<file path="src/rtl/pipe_stage_ctrl.sv">
// pipe_stage_ctrl
//   Chain of STAGES pipeline registers with stall and flush control. Register 0
//   is the youngest entry and register STAGES-1 is the oldest. Each register
//   holds a valid bit and a WIDTH-bit payload.
//
//   A stalled valid register holds its entry, and so does every valid register
//   upstream of it that is contiguous with it. An invalid register (a bubble)
//   never holds, so it always loads from upstream. A flush request at register
//   k kills every younger entry and the incoming input. A kill takes priority
//   over a hold.
//
// Ports
//   clk          rising-edge clock
//   reset        synchronous reset, active-high
//   in_valid     upstream offers in_data this cycle
//   in_data      payload entering register 0
//   in_ready     register 0 can take the input this cycle
//   stall_req    per-register stall request; ignored when that register is invalid
//   flush_req    per-register flush of all younger entries and of the input
//   stage_valid  valid bit of each register
//   stage_data   payload of each register; register k is at [k*WIDTH +: WIDTH]
//   stall_cnt    saturating count of cycles with in_valid=1 and in_ready=0
module pipe_stage_ctrl #(
    parameter int STAGES = 4,
    parameter int WIDTH  = 64,
    parameter int CNT_W  = 32
) (
    input  logic                     clk,
    input  logic                     reset,
    input  logic                     in_valid,
    input  logic [WIDTH-1:0]         in_data,
    output logic                     in_ready,
    input  logic [STAGES-1:0]        stall_req,
    input  logic [STAGES-1:0]        flush_req,
    output logic [STAGES-1:0]        stage_valid,
    output logic [STAGES*WIDTH-1:0]  stage_data,
    output logic [CNT_W-1:0]         stall_cnt
);

    logic [STAGES-1:0] valid_q, valid_d;
    logic [WIDTH-1:0]  data_q [STAGES];
    logic [WIDTH-1:0]  data_d [STAGES];
    logic [CNT_W-1:0]  cnt_q, cnt_d;

    logic [STAGES-1:0] hold;
    logic [STAGES-1:0] kill;
    logic              kill_in;
    logic              hold_up;
    logic              flush_up;

    // Walk from the oldest register down. hold_up carries the hold of the
    // register just downstream. flush_up collects the flushes from all older
    // registers.
    always_comb begin
        hold     = '0;
        kill     = '0;
        hold_up  = 1'b0;
        flush_up = 1'b0;
        for (int k = STAGES-1; k >= 0; k--) begin
            hold[k]  = valid_q[k] & (stall_req[k] | hold_up);
            hold_up  = hold[k];
            kill[k]  = flush_up;
            flush_up = flush_up | flush_req[k];
        end
        kill_in = flush_up;
    end

    // When any flush is active, the input is consumed and dropped. Upstream
    // therefore sees ready even while register 0 is held.
    assign in_ready = ~hold[0] | kill_in;

    always_comb begin
        if (hold[0]) begin
            valid_d[0] = valid_q[0] & ~kill[0];
            data_d[0]  = data_q[0];
        end else begin
            valid_d[0] = in_valid & ~kill_in;
            data_d[0]  = in_data;
        end
        for (int k = 1; k < STAGES; k++) begin
            if (hold[k]) begin
                valid_d[k] = valid_q[k] & ~kill[k];
                data_d[k]  = data_q[k];
            end else begin
                // A held source leaves a bubble behind it.
                valid_d[k] = valid_q[k-1] & ~hold[k-1] & ~kill[k];
                data_d[k]  = data_q[k-1];
            end
        end
    end

    always_comb begin
        cnt_d = cnt_q;
        if (in_valid && !in_ready && !(&cnt_q)) begin
            cnt_d = cnt_q + {{(CNT_W-1){1'b0}}, 1'b1};
        end
    end

    always_ff @(posedge clk) begin
        if (reset) begin
            valid_q <= '0;
            cnt_q   <= '0;
            for (int k = 0; k < STAGES; k++) begin
                data_q[k] <= '0;
            end
        end else begin
            valid_q <= valid_d;
            cnt_q   <= cnt_d;
            for (int k = 0; k < STAGES; k++) begin
                data_q[k] <= data_d[k];
            end
        end
    end

    for (genvar g = 0; g < STAGES; g++) begin : g_flat
        assign stage_data[g*WIDTH +: WIDTH] = data_q[g];
    end

    assign stage_valid = valid_q;
    assign stall_cnt   = cnt_q;

endmodule

</file>
<file path="config.mk">
export PLATFORM = sky130hd
export DESIGN_NAME = pipe_stage_ctrl
export DESIGN_NICKNAME = d
export VERILOG_FILES = /design/src/rtl/pipe_stage_ctrl.sv
export SDC_FILE = /design/constraint.sdc
export NUM_CORES = 1
export LEC_CHECK = 0
export BUFFER_PORTS_ARGS = -buffer_cell sky130_fd_sc_hd__buf_2
export CAP_MARGIN = 25
export CORE_AREA = 4 4 204 127
export DETAILED_ROUTE_END_ITERATION = 8
export DIE_AREA = 0 0 208 131
export PLACE_DENSITY = 0.71
export SYNTH_ARGS = -nofsm -noshare
export SYNTH_HDL_FRONTEND = slang
export SYNTH_SLANG_ARGS = --single-unit
export TNS_END_PERCENT = 100
</file>
<file path="constraint.sdc">
create_clock -name clk -period 2.1 [get_ports clk]
set_input_delay 0.315 -clock clk [delete_from_list [all_inputs] [get_ports clk]]
set_output_delay 0.315 -clock clk [all_outputs]
set_load 0.05 [all_outputs]
</file>
==> impl_metrics.tcl, run 1 <==
set metrics [dict create \
    path_clk_slew_ns 0.07 \
    clk_latency_ns 0.54 \
    route.antenna.remaining_nets 0 \
    synth_top_area_share_pct 54.9 \
    crit_required_ns 1.78 \
    maxSlewViolCount 0 \
    first_pass_iters 5 \
    rsz0062_at_grt "true" \
    ios 368 \
    max_freq_mhz 480 \
    die_area_um2 27200 \
    die_w_um 208 \
    dp_hpwl_um 23600 \
    gp_congestion 0.852 \
    clock_skew_ns 0.0202 \
    num_vias 10800 \
    cts_tree "built" \
    grt_pass1_vias 9989 \
    yosys_register_bits 292 \
    routed_via_density 5.24 \
    path_class "reg -> out" \
    cp_slowest_cell "dfxtp_4" \
    die_y_um 131 \
    grt_pass1_wl_um 55600 \
    synth_edf_count 0 \
    path_max_fanout 4 \
    rows 44 \
    preCtsSetupSlack_ns 0.0181 \
    min_period_ns 2.08 \
    cp_cell_sequence "a21oi_4 > o211a_4 > or3_4 > buf_8" \
    mostFrequentLayoutCells "nand2_1 (522), buf_2 (365), a21oi_1 (284), dfxtp_1 (269), dlygate4sd3_1 (32)" \
    clockBufferDepth 3 \
    vdd_ir_drop_max_mv 0.668 \
    synth-main-ff-cell "dfxtp_1" \
    port_buffers 367 \
    grt_max_degree 81 \
    fin_ws_ns 0.0150 \
    remaining_drc_errors 0 \
    grt_use_total_pct 24.8 \
    p_leak_uw 0.00634 \
    synth_area_leaders "dfxtp_1 (55%), nand2_1 (18%), a21oi_1 (13%)" \
    syn_to_final_growth_pct 34.8 \
    cp_data_arrival_time_ns 1.77 \
    layout_commonest_cell "nand2_1" \
    fin_area_um2 14300 \
    fin_crit_sh_pct 99.3 \
    status "complete, no violations" \
    finalPower_uw 12000 \
    clock-sinks 292 \
    cts_inserted_buffers 26 \
    start_util_pct 44.6 \
    power_per_cell_area_nw_per_um2 839 \
    ys_seq_area_share_pct 54.9 \
    wl_per_cell_um 17.5 \
    worst_setup_path_end_kind "primary output" \
    synth_cells 1349 \
    drive_above_1_share_pct 29.0 \
    core_um2 23900 \
    nets 1794 \
    max_stage_delay_ns 0.38 \
    min_path_type "in -> reg" \
    grt_antenna_before_repair 1 \
    cp_top_family "flip-flops" \
    syn_area_um2 10600 \
    hold_viol 0 \
    syn_area_per_cell_um2 7.89 \
    synthArstFlopShare_pct 0 \
    htreeDepth 1 \
    max_cap_violations 0 \
    path_buf_inv 1 \
    synthDistinctLibCells 42 \
    setup_viol_count_final 0 \
    yosys.area.top_type "dfxtp_1" \
    drt_iter0_markers 998 \
    slew_headroom_pct 44.2 \
    overflow 0 \
    root_buffer "clkbuf_16" \
    syn_nets 1425 \
    yosysWarnings 0 \
    cp-start-kind "flop" \
    worstMarginPinSlew_ns 0.837 \
    place_area_um2 13000 \
    routed_wirelength_um 36000 \
    nFillCells 2137 \
]
-- final timing paths --
path | from | endpoint | slack (ns) | cells past startpoint
worst min-delay path | in_data[23] | data_q[0][23] | 0.03 | 3
worst max-delay path | stage_valid[3] | in_ready | 0.02 | 4
worst min register to register | data_q[0][193] | data_q[0][193] | 0.45 | 2
worst max register to register | stall_cnt[0] | stall_cnt[27] | 0.06 | 7
-- report_power, final --
part | total, uW | internal, uW | leakage [uW] | switching [uW]
Combinational | 1240 | 311 | 0.00349 | 930
Sequential | 5840 | 5700 | 0.00240 | 140
Clock | 4950 | 2850 | 0.000451 | 2100
-- sequential cells by signal, summed over array words and instances (netlist names) --
name         flops
stage_valid      4
data_q         256
stall_cnt       32
-- per-layer routing --
metal	track usage, %	wire (um)	vias to the layer above
met5	0	0	-
met4	5.13	589	0
met3	6.70	3080	41
met2	39.7	16400	420
met1	34.4	15900	5122
li1	-	-	5219
-- what timing repair did --
| action | CTS | global route |
|---|---|---|
| pin swaps | 3 | 4 |
| resized for setup | 10 | 8 |
| setup buffers | 5 | 5 |
| endpoints found under the hold margin | 31 | 0 |
| setup endpoints to repair | 1 | 12 |
| cloned | 0 | 0 |
| hold buffers | 32 | 0 |
-- synthesized netlist by cell type, types with 2 or more instances --
cell and instances:
nand2_1 523, dfxtp_1 292, a21oi_1 285, clkbuf_1 91, nand3_1 20, or3_1 18
o21ai_0 14, nand4_1 10, nor2_1 10, or4_1 10, o31ai_1 9, nor2b_1 6
and3_1 5, inv_1 5, o21ai_1 5, and4_1 4, and2_1 3, buf_2 3
mux2_4 3, nand2b_1 3, nor3_1 3, nor3_2 3, buf_1 2, mux2_1 2
nand4_2 2, nor4_2 2
-- kinds of logic after synthesis --
family / Yosys count / synth area share, %
DFF: 292 / 54.9
adders and majority gates: 1 / 0.118
muxes: 5 / 0.635
buffers and inverters: 104 / 4.03
and+or+nand+nor: 628 / 24.9
AOI/OAI and AO/OA: 319 / 15.4
-- through the flow --
stage	TNS, ns	std cells	hold WS (ns)	utilization [%]
2_1_floorplan	0	1349	0.387	-
3_3_place_gp	0	1971	0.435	54.3
3_5_place_dp	0	1971	0.441	54.3
4_1_cts	-0.0212	2054	0.000748	59.7
5_1_grt	-0.0838	2060	0.0166	60.0
6_report	0	2060	0.0305	60.0
-- worst reg2reg max path: stages, from the launching register on --
cell and delay (ns):
dfxtp_4 0.38, ha_4 0.15, nand4_2 0.16, or4_4 0.47
nor3_4 0.20, buf_6 0.19, nor4_1 0.07, mux2_1 0.32
-- cell type report --
class | instances | area (um2) | area share, %
diodes | 1 | 2.50 | 0.0174
clock buffers | 36 | 781 | 5.44
clock inverters | 11 | 116 | 0.811
inverters | 5 | 18.8 | 0.131
multi-input cells | 953 | 4500 | 31.4
flip-flops and latches | 292 | 5900 | 41.1
well taps | 322 | 403 | 2.81
repair buffers | 440 | 2630 | 18.3
Note: power is estimated with default switching activity, not from simulation.
==> run 2: changes to the inputs <==
==> config.mk (replaced) <==
export PLATFORM = sky130hd
export DESIGN_NAME = pipe_stage_ctrl
export DESIGN_NICKNAME = d
export VERILOG_FILES = /design/src/rtl/pipe_stage_ctrl.sv
export SDC_FILE = /design/constraint.sdc
export NUM_CORES = 1
export LEC_CHECK = 0
export CAP_MARGIN = 25
export CORE_AREA = 4 4 168 105
export DETAILED_ROUTE_END_ITERATION = 8
export DIE_AREA = 0 0 172 109
export DONT_BUFFER_PORTS = 1
export PLACE_DENSITY = 0.78
export SYNTH_ARGS = -nofsm -noshare
export SYNTH_HDL_FRONTEND = slang
export SYNTH_SLANG_ARGS = --single-unit
export TNS_END_PERCENT = 100
==> constraint.sdc (replaced) <==
create_clock -name clk -period 2.55 [get_ports clk]
set_input_delay 0.3825 -clock clk [delete_from_list [all_inputs] [get_ports clk]]
set_output_delay 0.3825 -clock clk [all_outputs]
set_load 0.05 [all_outputs]
==> run 2 against run 1 <==
Effect of this change:
- non-clock buffer count down 198
- final cell count down 15%
- clock skew decreased by 0.0098 ns
- global-route usage rose by 13 points
- critical endpoint is now data_q[0][20]
- largest power group unchanged
==> impl_metrics.tcl, run 2 (synthesis gave the netlist of run 1 again) <==
set metrics [dict create \
    min_to "data_q[0][47]" \
    ios 368 \
    cp-start-kind "flop" \
    max_freq_mhz 400 \
    path_clk_slew_ns 0.07 \
    maxSlewViolCount 0 \
    preCtsSetupSlack_ns 0.187 \
    pwr-share-seq_pct 53.8 \
    worstMarginPinSlew_ns 0.681 \
    grt_pass1_vias 10400 \
    seqCellArea_um2 5850 \
    wl_per_cell_um 21.3 \
    clock_skew_ns 0.0104 \
    grt_antenna_before_repair 1 \
    port_buffers 0 \
    overflow 0 \
    route.antenna.remaining_nets 0 \
    grt_max_degree 171 \
    swShare_pct 25.4 \
    power.share.combinational_pct 3.6 \
    nFillCells 813 \
    layout_commonest_cell "nand2_1" \
    hold_viol 0 \
    status "complete, no violations" \
    cp_top_family "buffers and inverters" \
    vdd_ir_drop_max_mv 0.553 \
    gp_congestion 0.936 \
    dp_hpwl_um 20700 \
    top_register "data_q" \
    routed_wirelength_um 37300 \
    timing.hold.ws_ns 0.00606 \
    p_leak_uw 0.00554 \
    r2r_setup_slack_ns 0.05 \
    multi_input_area_um2 4420 \
    syn_to_final_growth_pct 30.2 \
    cp_data_arrival_time_ns 2.96 \
    clkPwrFrac_pct 42.6 \
    die_w_um 172 \
    r2r_cells 6 \
    clock-sinks 292 \
    clockBufferDepth 3 \
    cts_inserted_buffers 25 \
    root_buffer "clkbuf_16" \
    rows 36 \
    dp_cells 1515 \
    remaining_drc_errors 0 \
    routed_via_density 6.22 \
    largest_reg_flops 256 \
    crit_required_ns 3.01 \
    grt_use_total_pct 37.7 \
    drt_iter0_markers 1208 \
    htreeDepth 1 \
    reg2reg_to "data_q[0][20]" \
    path_max_fanout 44 \
    min-delay-start "in_data[47]" \
    worst_setup_path_end_kind "flop" \
    nets 1595 \
    path_buf_inv 2 \
    num_vias 10900 \
    use_met3_pct 13.0 \
    start_util_pct 66.4 \
    min_period_ns 2.50 \
    die_y_um 109 \
    met2_usage_pct 62.6 \
    max_cap_violations 0 \
    finalPower_uw 9970 \
    slew_headroom_pct 54.6 \
    max_stage_delay_ns 0.57 \
    grt_pass1_wl_um 56600 \
    internal_power_uw 7430 \
    first_pass_iters 6 \
    fin_crit_sh_pct 98.1 \
    grt_use_met1_pct 44.2 \
    clk_latency_ns 0.52 \
    path_class "reg -> reg" \
    mostFrequentLayoutCells "nand2_1 (522), dfxtp_1 (290), a21oi_1 (285), dlygate4sd3_1 (182), buf_4 (50)" \
    rsz0062_at_grt "true" \
    fin_ws_ns 0.0480 \
    power_per_cell_area_nw_per_um2 719 \
    cp_cell_sequence "nand3_1 > o211ai_1 > buf_4 > nand2_1 > a21oi_1 > dlygate4sd3_1" \
    core_um2 16000 \
    setup_viol_count_final 0 \
    die_area_um2 18700 \
    busiest_layer "met2" \
    drive_above_1_share_pct 8.32 \
    min_path_type "in -> reg" \
    final_cells 1748 \
    cp_slowest_cell "dlygate4sd3_1" \
    timing.rr.start "stage_valid[1]" \
    hold_depth 2 \
    cts_tree "built" \
    p_sw_uw 2540 \
]
==> run 2: cell count changes in the layout (fill, tap and decap cells not counted), moves of 10 or more <==
| cell | previous run | this run |
|---|---|---|
| buf_2 | 365 | 0 |
| dlygate4sd3_1 | 32 | 182 |
| buf_4 | 28 | 50 |
| dfxtp_1 | 269 | 290 |
| dfxtp_2 | 13 | 2 |
| dfxtp_4 | 10 | 0 |
==> run 2: through the flow <==
stage	util, %	setup TNS (ns)	area (um2)
2_1_floorplan	-	0	10600
3_3_place_gp	68.8	0	11000
3_5_place_dp	68.8	0	11000
4_1_cts	86.1	0	13800
5_1_grt	86.4	-1.08	13900
6_report	86.4	0	13900
==> run 2: how the worst max path moves through the flow <==
stage | from | end | cells past startpoint
2_1_floorplan | stall_cnt[9] | stall_cnt[31] | 7
3_3_place_gp | stall_cnt[0] | stall_cnt[1] | 7
3_5_place_dp | stall_cnt[0] | stall_cnt[1] | 7
4_1_cts | stage_valid[3] | data_q[0][120] | 8
5_1_grt | stage_valid[1] | data_q[0][9] | 6
6_report | stage_valid[1] | data_q[0][20] | 6
==> run 2: per-layer routing <==
| layer | wire, um | part of all wire [%] |
|---|---|---|
| met3 | 4420 | 12 |
| met4 | 1970 | 5.3 |
| met5 | 0 | 0 |
| met2 | 17700 | 47 |
| met1 | 13200 | 35 |
==> run 2: layout make-up <==
cell class	count	share of cell area (%)
sequential	292	42.2
multi-input combinational	953	31.9
timing repair buffer	242	17.2
clock buffer	31	4.97
tap	209	1.89
clock inverter	15	1.67
inverter	5	0.135
antenna	1	0.0181
==> run 2: power groups by stage <==
stage	clock (uW)	sequential, uW	combinational, uW
floorplan	0	5390	199
detailed placement	0	5450	163
global placement	0	5450	154
global route	4440	5370	400
CTS	4230	5350	339
finish	4250	5360	363
==> run 2: what timing repair did <==
item | in CTS | in global routing
endpoints found under the hold margin | 279 | 0
setup endpoints to repair | 0 | 91
resized for setup | 0 | 2
hold buffers | 183 | 0
buffers inserted | 0 | 3
==> run 3: changes to the inputs <==
--- a/config.mk
+++ b/config.mk
@@ -10,6 +10,7 @@
 export DETAILED_ROUTE_END_ITERATION = 8
 export DIE_AREA = 0 0 172 109
 export DONT_BUFFER_PORTS = 1
+export MAX_ROUTING_LAYER = met4
 export PLACE_DENSITY = 0.78
 export SYNTH_ARGS = -nofsm -noshare
 export SYNTH_HDL_FRONTEND = slang
==> constraint.sdc (replaced) <==
create_clock -name clk -period 2.55 [get_ports clk]
set_input_delay 0.255 -clock clk [delete_from_list [all_inputs] [get_ports clk]]
set_output_delay 0.255 -clock clk [all_outputs]
set_load 0.05 [all_outputs]
==> run 3 against run 2 <==
Effect of this change:
- setup slack better by 0.058 ns
- first-iteration DRC count up 8.6%
- final cell count about the same
- clock skew up 0.0023 ns
- worst hold slack improved by 0.014 ns
==> impl_metrics.tcl, run 3 (synthesis gave the netlist of run 1 again) <==
set metrics [dict create \
    crit_required_ns 3.02 \
    die_w_um 172 \
    grt_max_degree 168 \
    num_vias 10900 \
    htreeDepth 1 \
    cp-start-kind "flop" \
    min_period_ns 2.44 \
    use_met3_pct 11.6 \
    syn_to_final_growth_pct 29.2 \
    power_per_cell_area_nw_per_um2 693 \
    slew_headroom_pct 54.7 \
    fin_area_um2 13800 \
    drt_iter0_markers 1312 \
    status "complete, no violations" \
    path_class "reg -> reg" \
    dp_cells 1516 \
    max_stage_delay_ns 0.57 \
    rows 36 \
    min-delay-start "reset" \
    r2r_cells 8 \
    grt_antenna_before_repair 1 \
    path_max_fanout 28 \
    r2r_setup_slack_ns 0.11 \
    post_cts_buffers 0 \
    final_cells 1749 \
    min_path_type "in -> reg" \
    grt_pass1_vias 10600 \
    timing.hold.ws_ns 0.0202 \
    grt_use_met1_pct 44.9 \
    busiest_layer "met2" \
    timing.rr.start "stage_valid[3]" \
    die_area_um2 18700 \
    vdd_ir_drop_max_mv 0.682 \
    tns_ns 0 \
    cp_slowest_cell "dlygate4sd3_1" \
    hold_viol 0 \
    die_y_um 109 \
    fin_crit_sh_pct 95.8 \
    path_clk_slew_ns 0.07 \
    max_freq_mhz 409 \
    crit_path_start "stage_valid[3]" \
    wl_per_cell_um 21.7 \
    largest_reg_flops 256 \
    start_util_pct 66.4 \
    overflow 0 \
    cts_inserted_buffers 25 \
    cts_tree "built" \
    cp_common_cell "a21oi_1" \
    path_buf_inv 3 \
    first_pass_iters 6 \
    met2_usage_pct 66.1 \
    setup_viol_count_final 0 \
    dp_hpwl_um 20800 \
    p_leak_uw 0.00549 \
    routed_via_density 6.23 \
    grt_pass1_wl_um 57800 \
    ios 368 \
    place_area_um2 11000 \
    drive_above_1_share_pct 7.86 \
    maxSlewViolCount 0 \
    cp_cell_sequence "a21oi_1 > buf_4 > nor2b_4 > o21ai_4 > buf_12 > nand2_1 > a21oi_1 > dlygate4sd3_1" \
    layout_commonest_cell "nand2_1" \
    min_to "stall_cnt[31]" \
    route.antenna.remaining_nets 0 \
    mostFrequentLayoutCells "nand2_1 (522), dfxtp_1 (290), a21oi_1 (285), dlygate4sd3_1 (189), buf_4 (49)" \
    hold_depth 2 \
    nets 1600 \
    clk_latency_ns 0.52 \
    root_buffer "clkbuf_16" \
    remaining_drc_errors 0 \
    max_cap_violations 0 \
    clock-sinks 292 \
    worstMarginPinSlew_ns 0.678 \
    gp_congestion 0.885 \
    worst_setup_path_end_kind "flop" \
    core_um2 16000 \
    top_register "data_q" \
    clockBufferDepth 3 \
    routed_wirelength_um 38000 \
    cp_data_arrival_time_ns 2.91 \
    grt_use_total_pct 39.7 \
    reg2reg_to "data_q[0][78]" \
    finish.utilization_pct 85.8 \
    clock_skew_ns 0.0127 \
    port_buffers 0 \
    cp_top_family "buffers and inverters" \
]
run 3: changes by cell type in the layout (fill, tap and decap cells not counted):
cell,before,now
clkbuf_1,2,3
buf_4,50,49
dlygate4sd3_1,182,189
buf_6,2,5
clkbuf_8,4,7
bufinv_16,6,1
clkinv_2,7,4
buf_12,7,3
run 3: per-stage QoR:
step	total power [uW]	setup slack, ns
after global routing	9760	-0.0191
after CTS	9450	0.152
final	9530	0.106
after detailed placement	5620	0.318
after global placement	5610	0.363
after floorplan	5590	0.153
run 3: worst reg2reg max path, stage by stage (launching register included):
cell           delay (ns)
dfxtp_1              0.32
a21oi_1              0.21
buf_4                0.17
nor2b_4              0.05
o21ai_4              0.46
buf_12               0.26
nand2_1              0.14
a21oi_1              0.21
dlygate4sd3_1        0.57
run 3: how the worst max path moves through the flow:
| stage | to | slack (ns) | cells past startpoint |
|---|---|---|---|
| 2_1_floorplan | stall_cnt[31] | 0.15 | 7 |
| 3_3_place_gp | stall_cnt[29] | 0.36 | 7 |
| 3_5_place_dp | stall_cnt[19] | 0.32 | 7 |
| 4_1_cts | data_q[0][179] | 0.15 | 7 |
| 5_1_grt | data_q[0][78] | -0.02 | 8 |
| 6_report | data_q[0][78] | 0.11 | 8 |
run 3: layer usage:
layer	vias up	wire length (um)
met1	5146	13400
met3	186	4330
li1	4818	-
met5	-	0
met4	0	1940
met2	753	18300
run 3: final cells by class:
| type | count | area (um2) |
|---|---|---|
| well taps | 209 | 262 |
| repair buffers | 247 | 2400 |
| flip-flops and latches | 292 | 5850 |
| multi-input cells | 953 | 4420 |
| fillers | 835 | 2280 |
| clock inverters | 7 | 66.3 |
| clock buffers | 35 | 733 |
| diodes | 1 | 2.50 |
| inverters | 5 | 18.8 |
run 3: power breakdown:
part | switching, uW | internal [uW]
Combinational | 169 | 216
Clock | 1680 | 2100
Sequential | 661 | 4700
run 3: timing repair:
action | in CTS | in global routing
setup endpoints to repair | 0 | 39
hold endpoints to repair | 290 | 0
hold buffers | 190 | 0
gates resized for setup | 0 | 5
